**src/rtl/memory_access_unit.sv**
```systemverilog
// MEM stage: registers EXE results, runs one req/ack data-memory access, aligns/extends load data.
// Latency 1 cycle for non-memory ops, >=2 for loads/stores; o_stall holds upstream until the ack edge.
package multicore_pkg;
    localparam int DATA_SIZE = 32;
    localparam int INST_SIZE = 32;
    localparam int NUM_REGS  = 32;

    typedef enum logic [2:0] {LB = 3'd0, LH = 3'd1, LW = 3'd2, LBU = 3'd3, LHU = 3'd4} t_ldop;
    typedef enum logic [1:0] {SB = 2'd0, SH = 2'd1, SW = 2'd2} t_sop;
endpackage

module memory_access_unit #(
    parameter int DATA_SIZE = multicore_pkg::DATA_SIZE,
    parameter int INST_SIZE = multicore_pkg::INST_SIZE
) (
    input  logic                                       i_aclk,
    input  logic                                       i_areset_n,
    input  logic                                       i_en,
    input  logic                                       i_flush,
    input  logic [DATA_SIZE-1:0]                       i_exe_calc,
    input  logic [DATA_SIZE-1:0]                       i_exe_wdata,
    input  logic [INST_SIZE-1:0]                       i_pcplus4,
    input  logic [$clog2(multicore_pkg::NUM_REGS)-1:0] i_rdest,
    input  logic                                       i_cu_regwrite,
    input  logic                                       i_cu_memwrite,
    input  logic                                       i_cu_memaccess,
    input  logic [1:0]                                 i_cu_memtoreg,
    input  multicore_pkg::t_ldop                       i_ldop,
    input  multicore_pkg::t_sop                        i_sop,
    output logic                                       o_dmem_req,
    output logic                                       o_dmem_we,
    output logic [INST_SIZE-1:0]                       o_dmem_addr,
    output logic [3:0]                                 o_dmem_be,
    output logic [DATA_SIZE-1:0]                       o_dmem_wdata,
    input  logic                                       i_dmem_ack,
    input  logic [DATA_SIZE-1:0]                       i_dmem_rdata,
    output logic                                       o_stall,
    output logic                                       o_misaligned,
    output logic [DATA_SIZE-1:0]                       o_ma_op,
    output logic [DATA_SIZE-1:0]                       o_exe_calc,
    output logic [DATA_SIZE-1:0]                       o_load_data,
    output logic [INST_SIZE-1:0]                       o_pcplus4,
    output logic [$clog2(multicore_pkg::NUM_REGS)-1:0] o_rdest,
    output logic                                       o_cu_regwrite,
    output logic [1:0]                                 o_cu_memtoreg
);
    typedef enum logic {S_IDLE = 1'b0, S_BUSY = 1'b1} t_state;

    t_state                                     r_state;
    t_state                                     w_next_state;

    logic [DATA_SIZE-1:0]                       r_calc;
    logic [DATA_SIZE-1:0]                       r_wdata;
    logic [DATA_SIZE-1:0]                       r_rdata;
    logic [INST_SIZE-1:0]                       r_pcplus4;
    logic [$clog2(multicore_pkg::NUM_REGS)-1:0] r_rdest;
    logic [1:0]                                 r_memtoreg;
    multicore_pkg::t_ldop                       r_ldop;
    multicore_pkg::t_sop                        r_sop;
    logic                                       r_regwrite;
    logic                                       r_memwrite;
    logic                                       r_memaccess;
    logic                                       r_misaligned;

    logic [1:0]                                 w_in_size;
    logic                                       w_in_mis;
    logic                                       w_capture;
    logic [1:0]                                 w_size;
    logic [3:0]                                 w_be;
    logic [15:0]                                w_lane;

    // Access size as log2(bytes): 0 byte, 1 half, 2 word.
    always_comb begin
        w_in_size = 2'd2;
        if (i_cu_memwrite) begin
            case (i_sop)
                multicore_pkg::SB: w_in_size = 2'd0;
                multicore_pkg::SH: w_in_size = 2'd1;
                default:           w_in_size = 2'd2;
            endcase
        end else begin
            case (i_ldop)
                multicore_pkg::LB, multicore_pkg::LBU: w_in_size = 2'd0;
                multicore_pkg::LH, multicore_pkg::LHU: w_in_size = 2'd1;
                default:                               w_in_size = 2'd2;
            endcase
        end
    end

    assign w_in_mis  = i_cu_memaccess &
                       (((w_in_size == 2'd1) & i_exe_calc[0]) |
                        ((w_in_size == 2'd2) & (|i_exe_calc[1:0])));
    assign w_capture = (r_state == S_IDLE) & i_en & ~i_flush;

    always_ff @(posedge i_aclk or negedge i_areset_n) begin
        if (!i_areset_n) begin
            r_regwrite   <= 1'b0;
            r_memwrite   <= 1'b0;
            r_memaccess  <= 1'b0;
            r_misaligned <= 1'b0;
        end else if (r_state == S_IDLE) begin
            if (i_flush) begin
                r_regwrite   <= 1'b0;
                r_memwrite   <= 1'b0;
                r_memaccess  <= 1'b0;
                r_misaligned <= 1'b0;
            end else if (i_en) begin
                r_regwrite   <= i_cu_regwrite & ~w_in_mis;
                r_memwrite   <= i_cu_memwrite;
                r_memaccess  <= i_cu_memaccess;
                r_misaligned <= w_in_mis;
            end
        end else if (i_flush) begin
            // An issued request must complete, so only the write-back is squashed.
            r_regwrite <= 1'b0;
        end
    end

    always_ff @(posedge i_aclk) begin
        if (w_capture) begin
            r_calc     <= i_exe_calc;
            r_wdata    <= i_exe_wdata;
            r_pcplus4  <= i_pcplus4;
            r_rdest    <= i_rdest;
            r_memtoreg <= i_cu_memtoreg;
            r_ldop     <= i_ldop;
            r_sop      <= i_sop;
        end
        if ((r_state == S_BUSY) && i_dmem_ack && !r_memwrite) begin
            r_rdata <= i_dmem_rdata;
        end
    end

    always_ff @(posedge i_aclk or negedge i_areset_n) begin
        if (!i_areset_n) begin
            r_state <= S_IDLE;
        end else begin
            r_state <= w_next_state;
        end
    end

    always_comb begin
        w_next_state = r_state;
        case (r_state)
            S_IDLE: if (w_capture && i_cu_memaccess && !w_in_mis) w_next_state = S_BUSY;
            S_BUSY: if (i_dmem_ack) w_next_state = S_IDLE;
            default: w_next_state = S_IDLE;
        endcase
    end

    always_comb begin
        w_size = 2'd2;
        if (r_memwrite) begin
            case (r_sop)
                multicore_pkg::SB: w_size = 2'd0;
                multicore_pkg::SH: w_size = 2'd1;
                default:           w_size = 2'd2;
            endcase
        end else begin
            case (r_ldop)
                multicore_pkg::LB, multicore_pkg::LBU: w_size = 2'd0;
                multicore_pkg::LH, multicore_pkg::LHU: w_size = 2'd1;
                default:                               w_size = 2'd2;
            endcase
        end
        case (w_size)
            2'd0:    w_be = 4'b0001 << r_calc[1:0];
            2'd1:    w_be = 4'b0011 << r_calc[1:0];
            default: w_be = 4'b1111;
        endcase
    end

    always_comb begin
        o_dmem_req = 1'b0;
        o_dmem_we  = 1'b0;
        o_dmem_be  = 4'b0000;
        o_stall    = 1'b0;
        case (r_state)
            S_BUSY: begin
                o_dmem_req = r_memaccess;
                o_dmem_we  = r_memwrite;
                o_dmem_be  = w_be;
                o_stall    = 1'b1;
            end
            default: ;
        endcase
    end

    assign o_dmem_addr = {r_calc[INST_SIZE-1:2], 2'b00};

    always_comb begin
        case (r_sop)
            multicore_pkg::SB: o_dmem_wdata = {4{r_wdata[7:0]}};
            multicore_pkg::SH: o_dmem_wdata = {2{r_wdata[15:0]}};
            default:           o_dmem_wdata = r_wdata;
        endcase
    end

    // Bring the addressed byte/half down to lane 0 before extending.
    assign w_lane = 16'(r_rdata >> {r_calc[1:0], 3'b000});

    always_comb begin
        case (r_ldop)
            multicore_pkg::LB:  o_load_data = {{24{w_lane[7]}}, w_lane[7:0]};
            multicore_pkg::LBU: o_load_data = {24'd0, w_lane[7:0]};
            multicore_pkg::LH:  o_load_data = {{16{w_lane[15]}}, w_lane};
            multicore_pkg::LHU: o_load_data = {16'd0, w_lane};
            default:            o_load_data = r_rdata;
        endcase
    end

    assign o_misaligned  = r_misaligned;
    assign o_ma_op       = r_calc;
    assign o_exe_calc    = r_calc;
    assign o_pcplus4     = r_pcplus4;
    assign o_rdest       = r_rdest;
    assign o_cu_regwrite = r_regwrite;
    assign o_cu_memtoreg = r_memtoreg;
endmodule

```
**config.mk**
```make
export PLATFORM = sky130hd
export DESIGN_NAME = memory_access_unit
export DESIGN_NICKNAME = d
export VERILOG_FILES = /design/src/rtl/memory_access_unit.sv
export SDC_FILE = /design/constraint.sdc
export NUM_CORES = 1
export LEC_CHECK = 0
export CAP_MARGIN = 20
export CELL_PAD_IN_SITES_DETAIL_PLACEMENT = 0
export CELL_PAD_IN_SITES_GLOBAL_PLACEMENT = 2
export CORE_ASPECT_RATIO = 1.1
export CORE_UTILIZATION = 22
export CTS_CLUSTER_SIZE = 40
export DETAILED_ROUTE_END_ITERATION = 12
export GPL_TIMING_DRIVEN = 0
export PLACE_DENSITY_LB_ADDON = 0.25
export SKIP_LAST_GASP = 1
export SLEW_MARGIN = 15
export SYNTH_ARGS = -nofsm -noshare
export SYNTH_HDL_FRONTEND = slang
export SYNTH_SLANG_ARGS = --single-unit
```
**constraint.sdc**
```tcl
create_clock -name i_aclk -period 5.9 [get_ports i_aclk]
set_clock_uncertainty 0.15 [all_clocks]
set_input_delay 1.18 -clock i_aclk [delete_from_list [all_inputs] [get_ports i_aclk]]
set_output_delay 1.18 -clock i_aclk [all_outputs]
set_load 0.02 [all_outputs]
```
# After elaboration in Yosys (flattened, before gate mapping)
# Index checks and enable logic that the tools add are counted.
dict set report word_totals {
  register_bits 145
  input_bits 148
  out_inout_bits 208
  wordCells 83
}
dict set report classes {
  n_eq_ne 12
  shift 3
  muxes 26
  bitwise 10
  reduce_logical 19
}
# op n
set op_table {}
lappend op_table {{case mux 32 bit (4 select lines)} 1}
lappend op_table {{case mux 32 bit (2 select lines)} 1}
lappend op_table {{right shift 32 x 5 -> 16 bit} 1}
lappend op_table {{case mux 2 bit (2 select lines)} 4}
lappend op_table {{2-to-1 mux 1 bit} 15}
lappend op_table {{OR reduction 2 bit} 5}
lappend op_table {{equality test 2 x 1 -> 1 bit (second input constant)} 4}
lappend op_table {{case mux 4 bit (2 select lines)} 1}
lappend op_table {{bitwise AND 1 bit} 6}
lappend op_table {{equality test 3 x 1 -> 1 bit (second input constant)} 2}
lappend op_table {{equality test 3 x 2 -> 1 bit (second input constant)} 2}
lappend op_table {{equality test 3 bit (second input constant)} 2}
lappend op_table {{logical NOT 2 bit} 3}
lappend op_table {{logical NOT 3 bit} 2}
lappend op_table {{logical AND 1 bit} 4}
lappend op_table {{2-to-1 mux 2 bit} 2}
lappend op_table {{2-to-1 mux 4 bit} 1}
lappend op_table {{AND reduction 2 bit} 2}
lappend op_table {{left shift 1 x 2 -> 4 bit (first input constant)} 1}
lappend op_table {{left shift 2 x 2 -> 4 bit (first input constant)} 1}
lappend op_table {{NOT 1 bit} 3}
lappend op_table {{equality test 2 bit (second input constant)} 1}
lappend op_table {{logical NOT 1 bit} 2}
lappend op_table {{inequality test 2 bit (second input constant)} 1}
lappend op_table {{3 further kinds} 3}

# Logic depth before layout (Yosys ltp)
# Gate-level depths: netlist (run 1).
dict set report logic_depth {
  depth_word 13
  depth_mapped 6
  depth_no_buf 4
}

# Worst setup path before layout (run 1)
# No wires, ideal clock.
dict set report synth_timing {
  path_kind {input port to flip-flop}
  from {in i_en}
  to {reg r_state}
  setup_ps 89
  t_arrival_ps 6414
  slack_ps -753
  stages 3
  path_buffers 0
  path_cell_list {nand2b_1 -> nor2_1 -> a32o_1}
}
dict set report synth_via {
  elab_chain_len 6
}
# item line_no
set synth_rtl {}
lappend synth_rtl {{start, declared} 18} ;# input logic i_en,
lappend synth_rtl {{bitwise AND 1 bit (2 in a row)} 93} ;# assign w_capture = (r_state == S_IDLE) & i_en & ~i_flush;
lappend synth_rtl {{via w_capture} 67} ;# logic w_capture;
lappend synth_rtl {{logical AND 1 bit (2 in a row)} 145} ;# S_IDLE: if (w_capture && i_cu_memaccess && !w_in_mis) w_next_state = S_BUSY;
lappend synth_rtl {{2-to-1 mux 1 bit} 145}
lappend synth_rtl {{case mux 1 bit (2 select lines)} 144} ;# case (r_state)
lappend synth_rtl {{via w_next_state} 50} ;# t_state w_next_state;
lappend synth_rtl {{end signal, assigned} 138} ;# r_state <= w_next_state;
lappend synth_rtl {{end, declared} 49} ;# t_state r_state;
# The timed path passes the listed nets, and every way through them passes these cells.
# A chain may end at the register's enable or synchronous reset.

# Worst setup path in the final report (run 1)
dict set report layout_timing {
  from {reg r_calc[0] (netlist: o_exe_calc[0])}
  to {out o_dmem_be[1]}
}
dict set report layout_via {
  elab_chain_len 3
  word_cells_on_any_way 4
  cone_classes {shift (2); mux (2)}
}
# item line_no
set layout_rtl {}
lappend layout_rtl {{start, declared} 52} ;# logic [DATA_SIZE-1:0] r_calc;
lappend layout_rtl {{start signal, assigned} 121} ;# r_calc <= i_exe_calc;
lappend layout_rtl {{left shift 2 x 2 -> 4 bit or left shift 1 x 2 -> 4 bit (tied branches)} {168, 167}}
lappend layout_rtl {{case mux 4 bit (2 select lines) (*)} 166} ;# case (w_size)
lappend layout_rtl {{2-to-1 mux 4 bit (*)} 178} ;# case (r_state)
lappend layout_rtl {{end, declared} 33} ;# output logic [3:0] o_dmem_be,
# Every way passes the cells marked *; elsewhere a longest branch is shown, timed or not.

==> summary.txt, run 1 <==
Status
  – Run status: finished, final reports clean

Critical path
  – Startpoint type of the worst setup path: flip-flop
  – Cells traversed along the worst timing path: clkbuf_1 -> clkbuf_1 -> o21ai_0 -> o21ai_0 -> clkdlybuf4s50_1
  – Arrival time worst endpoint: 3010 ps
  – Category of the worst setup path capture point: primary output
  – R2r startpoint: r_state
  – Type of the setup path with the least slack: reg2out
  – Slack of the worst reg-to-reg path: approximately 3200 ps
  – CP max-delay cell: sky130_fd_sc_hd__clkdlybuf4s50_1
  – Logic depth of the worst register-to-register path: 7
  – Capture instance of the worst register-to-register path: r_wdata[31]
  – Largest fanout of any net on the critical path: 10
  – Required time of the critical path: between 4000 and 5000 ps
  – Delay of the slowest cell on the worst path: approximately 700 ps

Clock tree
  – Inserted Clock Buffers: 17
  – Maximum root-to-sink buffer count: 2
  – CTS H-tree lvls: 4
  – Latest clock arrival within the worst-skew pair: around 410 ps
  – Root Buffer Master: sky130_fd_sc_hd__clkbuf_16
  – Number of buffers inserted by hold repair at cts: 0
  – Clock tree from TritonCTS: yes
  – Post_cts resized: 0
  – Post-CTS clock slew at the launch and capture registers of the worst setup and hold paths: ~60 ps
  – Count of clock tree sinks: 145
  – Total setup buffers inserted after CTS: 0

Worst hold path
  – Worst hold stages: 2
  – Type of the most critical hold path: reg2reg
  – Hold Path Origin: o_misaligned
  – Endpoint with the worst hold slack: o_misaligned

Yosys
  – Sequential element share of the synthesized area: roughly two thirds
  – Number of enable-type register cells in the synthesized netlist: between 100 and 150
  – Prevailing post-synth register cell: sky130_fd_sc_hd__edfxtp_1
  – Post-Syn Area: ~6400 um2
  – Number of warning messages in the yosys log: 0
  – Synthesized netlist cell count: ~440
  – Share of synthesized flip-flops with an asynchronous set or reset: 3.45%
  – Mean post-synth cell area: 14.5 um2
  – Unique masters post-synth: between 40 and 50
  – Number of synthesized register bits: between 100 and 150

GRT
  – Number of antenna violations at the first check in global routing: 4
  – Via count of the first global-routing pass: 5196
  – M3 GR Usage: about 8.7%
  – All-layer global routing usage: about 16%
  – Busiest metal layer after global routing: met2
  – Largest net degree at the start of global routing: 24
  – Overflow after GRT: 0
  – Fraction of met2 tracks used by global routing: about 28%
  – Met1 track utilization from global routing: 17.1%
  – Global-route wire length before repair: around 34000 um

Drt
  – Via count: just under 5000
  – 1st-pass router iterations: 4
  – Via count normalized by instance count: 4.07
  – Number of violations reported at the end of detailed-routing iteration 0: 161
  – Per-cell routed wire length: roughly 20 um
  – Remaining antenna violation count: 0
  – DR DRC count: 0
  – Final wirelength: between 20000 and 25000 um

Pwr
  – Total power consumption of the routed design: 2.78 mW
  – Leakage power total: roughly 4.1 nW
  – Power per standard cell area: between 200 and 250 nW/um2
  – Portion of total power attributed to the clock network: a little under two fifths
  – Internal portion of total power: approximately 2 mW
  – Switching component of the power: between 0.7 and 0.8 mW
  – Combinational share of power: 18.9%
  – Maximum vdd drop: approximately 130 uV
  – Fraction of power consumed by sequential logic: a little over two fifths
  – Share of total power consumed by net switching: roughly a quarter

Place
  – Post-detailed-placement cell area: between 10000 and 15000 um2
  – Pre-CTS setup slack: around 2000 ps
  – Input/output buffers: around 350
  – Final weighted congestion in routability-driven placement: 0.767
  – Post-DP HPWL: 19000 um

STA
  – Post-route minimum period: between 4000 and 5000 ps
  – Setup TNS: 0 ps
  – Maximum frequency from static timing analysis: roughly 0.23 GHz
  – Max-slew headroom at the worst pin: 40.3%
  – Worst-margin pin slew: 893 ps
  – Worst path setup slack after routing: 1560 ps
  – Final number of setup-violating endpoints: 0
  – Final hold violation count: 0
  – Number of max-slew violations in the final report: 0
  – Final-layout worst hold slack: ~360 ps
  – RSZ-0062 raised after global routing: false
  – Final critical-path share of the clock period: between 70 and 80%

Finish
  – Final instance area: around 11000 um2
  – Fraction of layout instances using a drive strength above 1: between 10% and 20%
  – NumNets Final: between 900 and 1000
  – P&R area growth vs syn: 73.6%

Floorplan
  – Cell row count: 65
  – Chip width: around 170 um
  – Starting Density: between 20% and 30%
  – Core Footprint: 28700 um2
  – Count of pins on the block boundary: between 300 and 400
  – Area of the die: about 30000 um2
  – Die Height: between 150 and 200 um

Job
  – Number of max-capacitance violations reported: 0
-- sequential cells by signal, indices dropped and copies added, names as in the netlist, 2 cells and up --
register / cells
o_cu_memtoreg: 2
o_exe_calc: 32
o_pcplus4: 32
o_rdest: 5
r_ldop: 3
r_rdata: 32
r_sop: 2
r_wdata: 32
-- area by class of cell --
class | instances | area [um2]
Antenna cell | 1 | 2.50
Buffer | 92 | 638
Clock buffer | 19 | 433
Clock inverter | 13 | 128
Fill cell | 2789 | 17500
Inverter | 7 | 26.3
Multi-Input combinational cell | 201 | 1460
Sequential cell | 145 | 4330
Tap cell | 368 | 460
Timing Repair Buffer | 359 | 3690
-- placed cells by master, fill, tap and decap left out, types with 6 or more instances in the layout --
cell type / n
sky130_fd_sc_hd__clkdlybuf4s50_1: 353
sky130_fd_sc_hd__edfxtp_1: 140
sky130_fd_sc_hd__buf_4: 72
sky130_fd_sc_hd__o21ai_0: 24
sky130_fd_sc_hd__nand2_1: 23
sky130_fd_sc_hd__mux2_2: 20
sky130_fd_sc_hd__nor2_1: 18
sky130_fd_sc_hd__mux2i_1: 17
sky130_fd_sc_hd__a21o_1: 17
sky130_fd_sc_hd__clkbuf_16: 17
sky130_fd_sc_hd__clkbuf_1: 14
sky130_fd_sc_hd__a2bb2oi_1: 12
sky130_fd_sc_hd__a21oi_1: 10
sky130_fd_sc_hd__o22ai_1: 9
sky130_fd_sc_hd__and2_1: 8
sky130_fd_sc_hd__a221o_1: 7
sky130_fd_sc_hd__buf_2: 6
-- synthesized netlist by cell type (2+ instances only) --
cell type / number / area share [%]
sky130_fd_sc_hd__a32o_1: 2 / 0.31
sky130_fd_sc_hd__o21ai_0: 24 / 1.9
sky130_fd_sc_hd__nor3_1: 2 / 0.16
sky130_fd_sc_hd__mux4_2: 2 / 0.70
sky130_fd_sc_hd__buf_4: 72 / 8.4
sky130_fd_sc_hd__clkinv_1: 2 / 0.12
sky130_fd_sc_hd__mux2_2: 20 / 3.5
sky130_fd_sc_hd__o21a_1: 2 / 0.23
sky130_fd_sc_hd__nor2b_1: 4 / 0.39
sky130_fd_sc_hd__clkbuf_1: 12 / 0.70
sky130_fd_sc_hd__edfxtp_1: 140 / 65
sky130_fd_sc_hd__inv_1: 5 / 0.29
sky130_fd_sc_hd__a221o_1: 7 / 1.1
sky130_fd_sc_hd__a21o_1: 17 / 2.0
sky130_fd_sc_hd__and2_1: 8 / 0.78
sky130_fd_sc_hd__buf_6: 2 / 0.35
sky130_fd_sc_hd__a21oi_1: 10 / 0.78
sky130_fd_sc_hd__o22ai_1: 9 / 0.88
sky130_fd_sc_hd__dfrtp_1: 5 / 1.9
sky130_fd_sc_hd__mux2i_1: 17 / 2.6
sky130_fd_sc_hd__buf_2: 6 / 0.47
sky130_fd_sc_hd__a2bb2oi_1: 12 / 1.6
sky130_fd_sc_hd__nand2_1: 23 / 1.3
sky130_fd_sc_hd__nor2_1: 20 / 1.2
sky130_fd_sc_hd__o31ai_1: 3 / 0.35
-- cells by family after synthesis --
kind of cell	share of synthesized area (%)
other cells	0.0583
simple gates	5.08
flops	67.3
mux	6.85
buf+inv	10.3
compound gates	10.3
xor+xnor	0.136
-- routing by layer --
layer,vias to the layer above,wire length (um)
met4,4,328
met3,19,2780
met5,-,18
li1,2359,-
met2,224,12100
met1,2299,8790
-- critical path, delay by kind of cell, from the launching register on --
kind | cells | cell delay, ps
buffers and inverters | 3 | 1640
AO/OA/AOI/OAI | 2 | 400
flip-flops | 1 | 540
-- worst max path at each step --
stage             startpoint              to  slack [ps]  cells past startpoint
3_5_place_dp   o_exe_calc[1]  o_load_data[5]        2030                      7
5_1_grt        o_exe_calc[0]    o_dmem_be[1]        1330                      5
4_1_cts        o_exe_calc[1]  o_load_data[5]        1560                      7
3_3_place_gp            i_en         r_state       -1060                      4
6_report       o_exe_calc[0]    o_dmem_be[1]        1560                      5
2_1_floorplan           i_en         r_state        1140                      3
-- metrics by stage --
| step | instances | util, % |
|---|---|---|
| global placement | 1166 | 36.3 |
| detailed placement | 1172 | 36.9 |
| finish | 1205 | 38.9 |
| CTS | 1204 | 38.9 |
| floorplan | 445 | - |
| global route | 1204 | 38.9 |
-- power by group through the flow --
| stage | Sequential [mW] | Clock, mW | Combinational [mW] |
|---|---|---|---|
| after floorplan | 1.26 | 0 | 0.195 |
| after global placement | 1.24 | 0 | 0.517 |
| after detailed placement | 1.23 | 0 | 0.531 |
| after CTS | 1.21 | 1.08 | 0.534 |
| after global routing | 1.21 | 1.12 | 0.557 |
| final | 1.21 | 1.05 | 0.526 |
Power figures use the tool's default switching activity.
==> run 2, diff against run 1 <==
- clock period: 5.9 -> 3.86 ns (I/O delays scaled with it)
==> summary.txt, run 2 (synthesis results as in run 1) <==
Status
  – Run status: finished, final reports clean (unchanged)

Drt
  – Final wirelength: 23800 um (was 24000 um)
  – Per-cell routed wire length: 19.7 um (was 19.9 um)
  – Via count normalized by instance count: 4.05 (was 4.07)
  – Number of violations reported at the end of detailed-routing iteration 0: 212 (was 161)
  – Remaining antenna violation count: 0 (unchanged)
  – 1st-pass router iterations: 4 (unchanged)
  – DR DRC count: 0 (unchanged)
  – Via count: 4880 (was 4905)

Finish
  – Fraction of layout instances using a drive strength above 1: 18.2% (was 17.2%)
  – Most used cells in the layout excluding fill and tap cells: sky130_fd_sc_hd__clkdlybuf4s50_1 (350), sky130_fd_sc_hd__edfxtp_1 (140), sky130_fd_sc_hd__buf_4 (74) (was sky130_fd_sc_hd__clkdlybuf4s50_1 (353), sky130_fd_sc_hd__edfxtp_1 (140), sky130_fd_sc_hd__buf_4 (72))
  – NumNets Final: 972 (was 971)
  – P&R area growth vs syn: 74.1% (was 73.6%)
  – Multi-input combinational cell area: 1480 um2 (was 1460 um2)
  – Seq. cell area: 4330 um2 (unchanged)
  – Filler Cells Inserted: 2769 (was 2789)
  – Commonest non-fill, non-tap cell in the layout: sky130_fd_sc_hd__clkdlybuf4s50_1 (unchanged)

Place
  – Pre-CTS setup slack: 272 ps (was 2030 ps)
  – Input/output buffers: 353 (unchanged)
  – Final weighted congestion in routability-driven placement: 0.797 (was 0.767)
  – Post-DP HPWL: 18600 um (was 19000 um)

STA
  – Post-route minimum period: 3740 ps
  – Final number of setup-violating endpoints: 0 (unchanged)
  – Final hold violation count: 0 (unchanged)
  – Worst-margin pin slew: 767 ps (was 893 ps)
  – Maximum frequency from static timing analysis: around 0.27 GHz
  – Final-layout worst hold slack: 347 ps (was 359 ps)
  – Worst path setup slack after routing: 121 ps (was 1560 ps)
  – Number of max-slew violations in the final report: 0 (unchanged)
  – Max-slew headroom at the worst pin: 48.8% (was 40.3%)
  – Setup TNS: 0 ps (unchanged)
  – RSZ-0062 raised after global routing: true (was false)
  – Final critical-path share of the clock period: 96.9%

Clock tree
  – Post-CTS clock slew at the launch and capture registers of the worst setup and hold paths: 60 ps (about the same)
  – Clock tree from TritonCTS: yes (unchanged)
  – CTS H-tree lvls: 4 (unchanged)
  – Count of clock tree sinks: 145 (unchanged)
  – Maximum root-to-sink buffer count: 2 (unchanged)
  – Inserted Clock Buffers: 17 (unchanged)
  – Root Buffer Master: sky130_fd_sc_hd__clkbuf_16 (unchanged)
  – Latest clock arrival within the worst-skew pair: 410 ps (about the same)

Floorplan
  – Area of the die: 29900 um2 (unchanged)
  – Chip width: 165 um (unchanged)
  – Count of pins on the block boundary: 356 (unchanged)
  – Starting Density: 22.4% (unchanged)
  – Core Footprint: 28700 um2 (unchanged)
  – Cell row count: 65 (unchanged)
  – Die Height: 181 um (unchanged)

GRT
  – Overflow after GRT: 0 (unchanged)
  – Largest net degree at the start of global routing: 27 (was 24)
  – Global-route wire length before repair: 34300 um (about the same)
  – All-layer global routing usage: 16.2% (was 16.3%)
  – Via count of the first global-routing pass: 5166 (was 5196)
  – Number of antenna violations at the first check in global routing: 8 (was 4)

Critical path
  – Type of the setup path with the least slack: reg2out (unchanged)
  – Category of the worst setup path capture point: primary output (unchanged)
  – Largest fanout of any net on the critical path: 9 (was 10)
  – Required time of the critical path: 2940 ps (was 4570 ps)
  – Startpoint type of the worst setup path: flip-flop (unchanged)
  – Arrival time worst endpoint: 2820 ps (was 3010 ps)

Pwr
  – Maximum vdd drop: 204 uV (was 134 uV)
  – Power per standard cell area: 386 nW/um2 (was 249 nW/um2)
  – Total power consumption of the routed design: 4.32 mW (was 2.78 mW)
  – Leakage power total: 4.18 nW (was 4.13 nW)

Worst hold path
  – Type of the most critical hold path: reg2reg (unchanged)

Job
  – Number of max-capacitance violations reported: 0 (unchanged)
run 2: changes by cell type in the layout (fill, tap and decap cells not counted), sizes merged:
| cell | change |
|---|---|
| clkdlybuf4s50 | -3 |
| dlymetal6s2s | +3 |
| clkbuf | -1 |
| clkinv | -3 |
| diode | +1 |
| inv | +4 |
run 2: power by group:
group,switching (mW),internal (mW),total (mW)
Combinational,0.365,0.431,0.796
Sequential,0.0388,1.81,1.85
Clock,0.758,0.922,1.68
run 2: path summary, 6_finish.rpt:
| check | from | to | slack [ps] | cells past startpoint |
|---|---|---|---|---|
| min in group asynchronous | i_areset_n | o_cu_regwrite | 420 | 1 |
| worst min-delay path | o_misaligned | o_misaligned | 350 | 2 |
| worst max register to register | r_state | r_wdata[15] | 1260 | 6 |
| max in group asynchronous | i_areset_n | r_memwrite | 2930 | 1 |
| worst min register to register | o_misaligned | o_misaligned | 350 | 2 |
| worst max-delay path | r_ldop[1] | o_load_data[6] | 120 | 7 |
run 2: critical path: stages, from the launching register on:
cell and delay [ps]:
sky130_fd_sc_hd__edfxtp_1 360, sky130_fd_sc_hd__buf_2 210, sky130_fd_sc_hd__mux2_2 360, sky130_fd_sc_hd__or2_2 290, sky130_fd_sc_hd__clkbuf_1 230, sky130_fd_sc_hd__a2bb2oi_1 190, sky130_fd_sc_hd__o21ai_0 100, sky130_fd_sc_hd__clkdlybuf4s50_1 670
run 2: layout make-up:
type                    count  area share [%]
repair buffers            360            32.7
flip-flops and latches    145            38.7
clock buffers              17            3.80
diodes                      2          0.0447
inverters                   7           0.235
plain buffers              92            5.75
multi-input cells         201            13.2
clock inverters            14            1.48
well taps                 368            4.11
run 2: metrics by stage:
step / cells / utilization (%) / cell area (um2)
finish: 1206 / 39.0 / 11200
global route: 1205 / 39.0 / 11200
CTS: 1202 / 38.9 / 11200
detailed placement: 1171 / 36.8 / 10600
global placement: 1166 / 36.4 / 10400
floorplan: 445 / - / 6440
run 2: what timing repair did:
action	4_1_cts	5_1_grt
resized for setup	4	8
pin swaps	0	1
endpoints found under the setup margin	10	21
setup buffers	0	2
hold endpoints to repair	0	0
hold buffers	0	0
run 2: layer usage:
layer	track usage, %	vias to the layer above	part of all wire, %
met1	17.8	2267	37
met3	7.87	24	12
met4	5.47	8	1.9
li1	-	2360	-
met5	0	-	0.23
met2	27.0	221	49
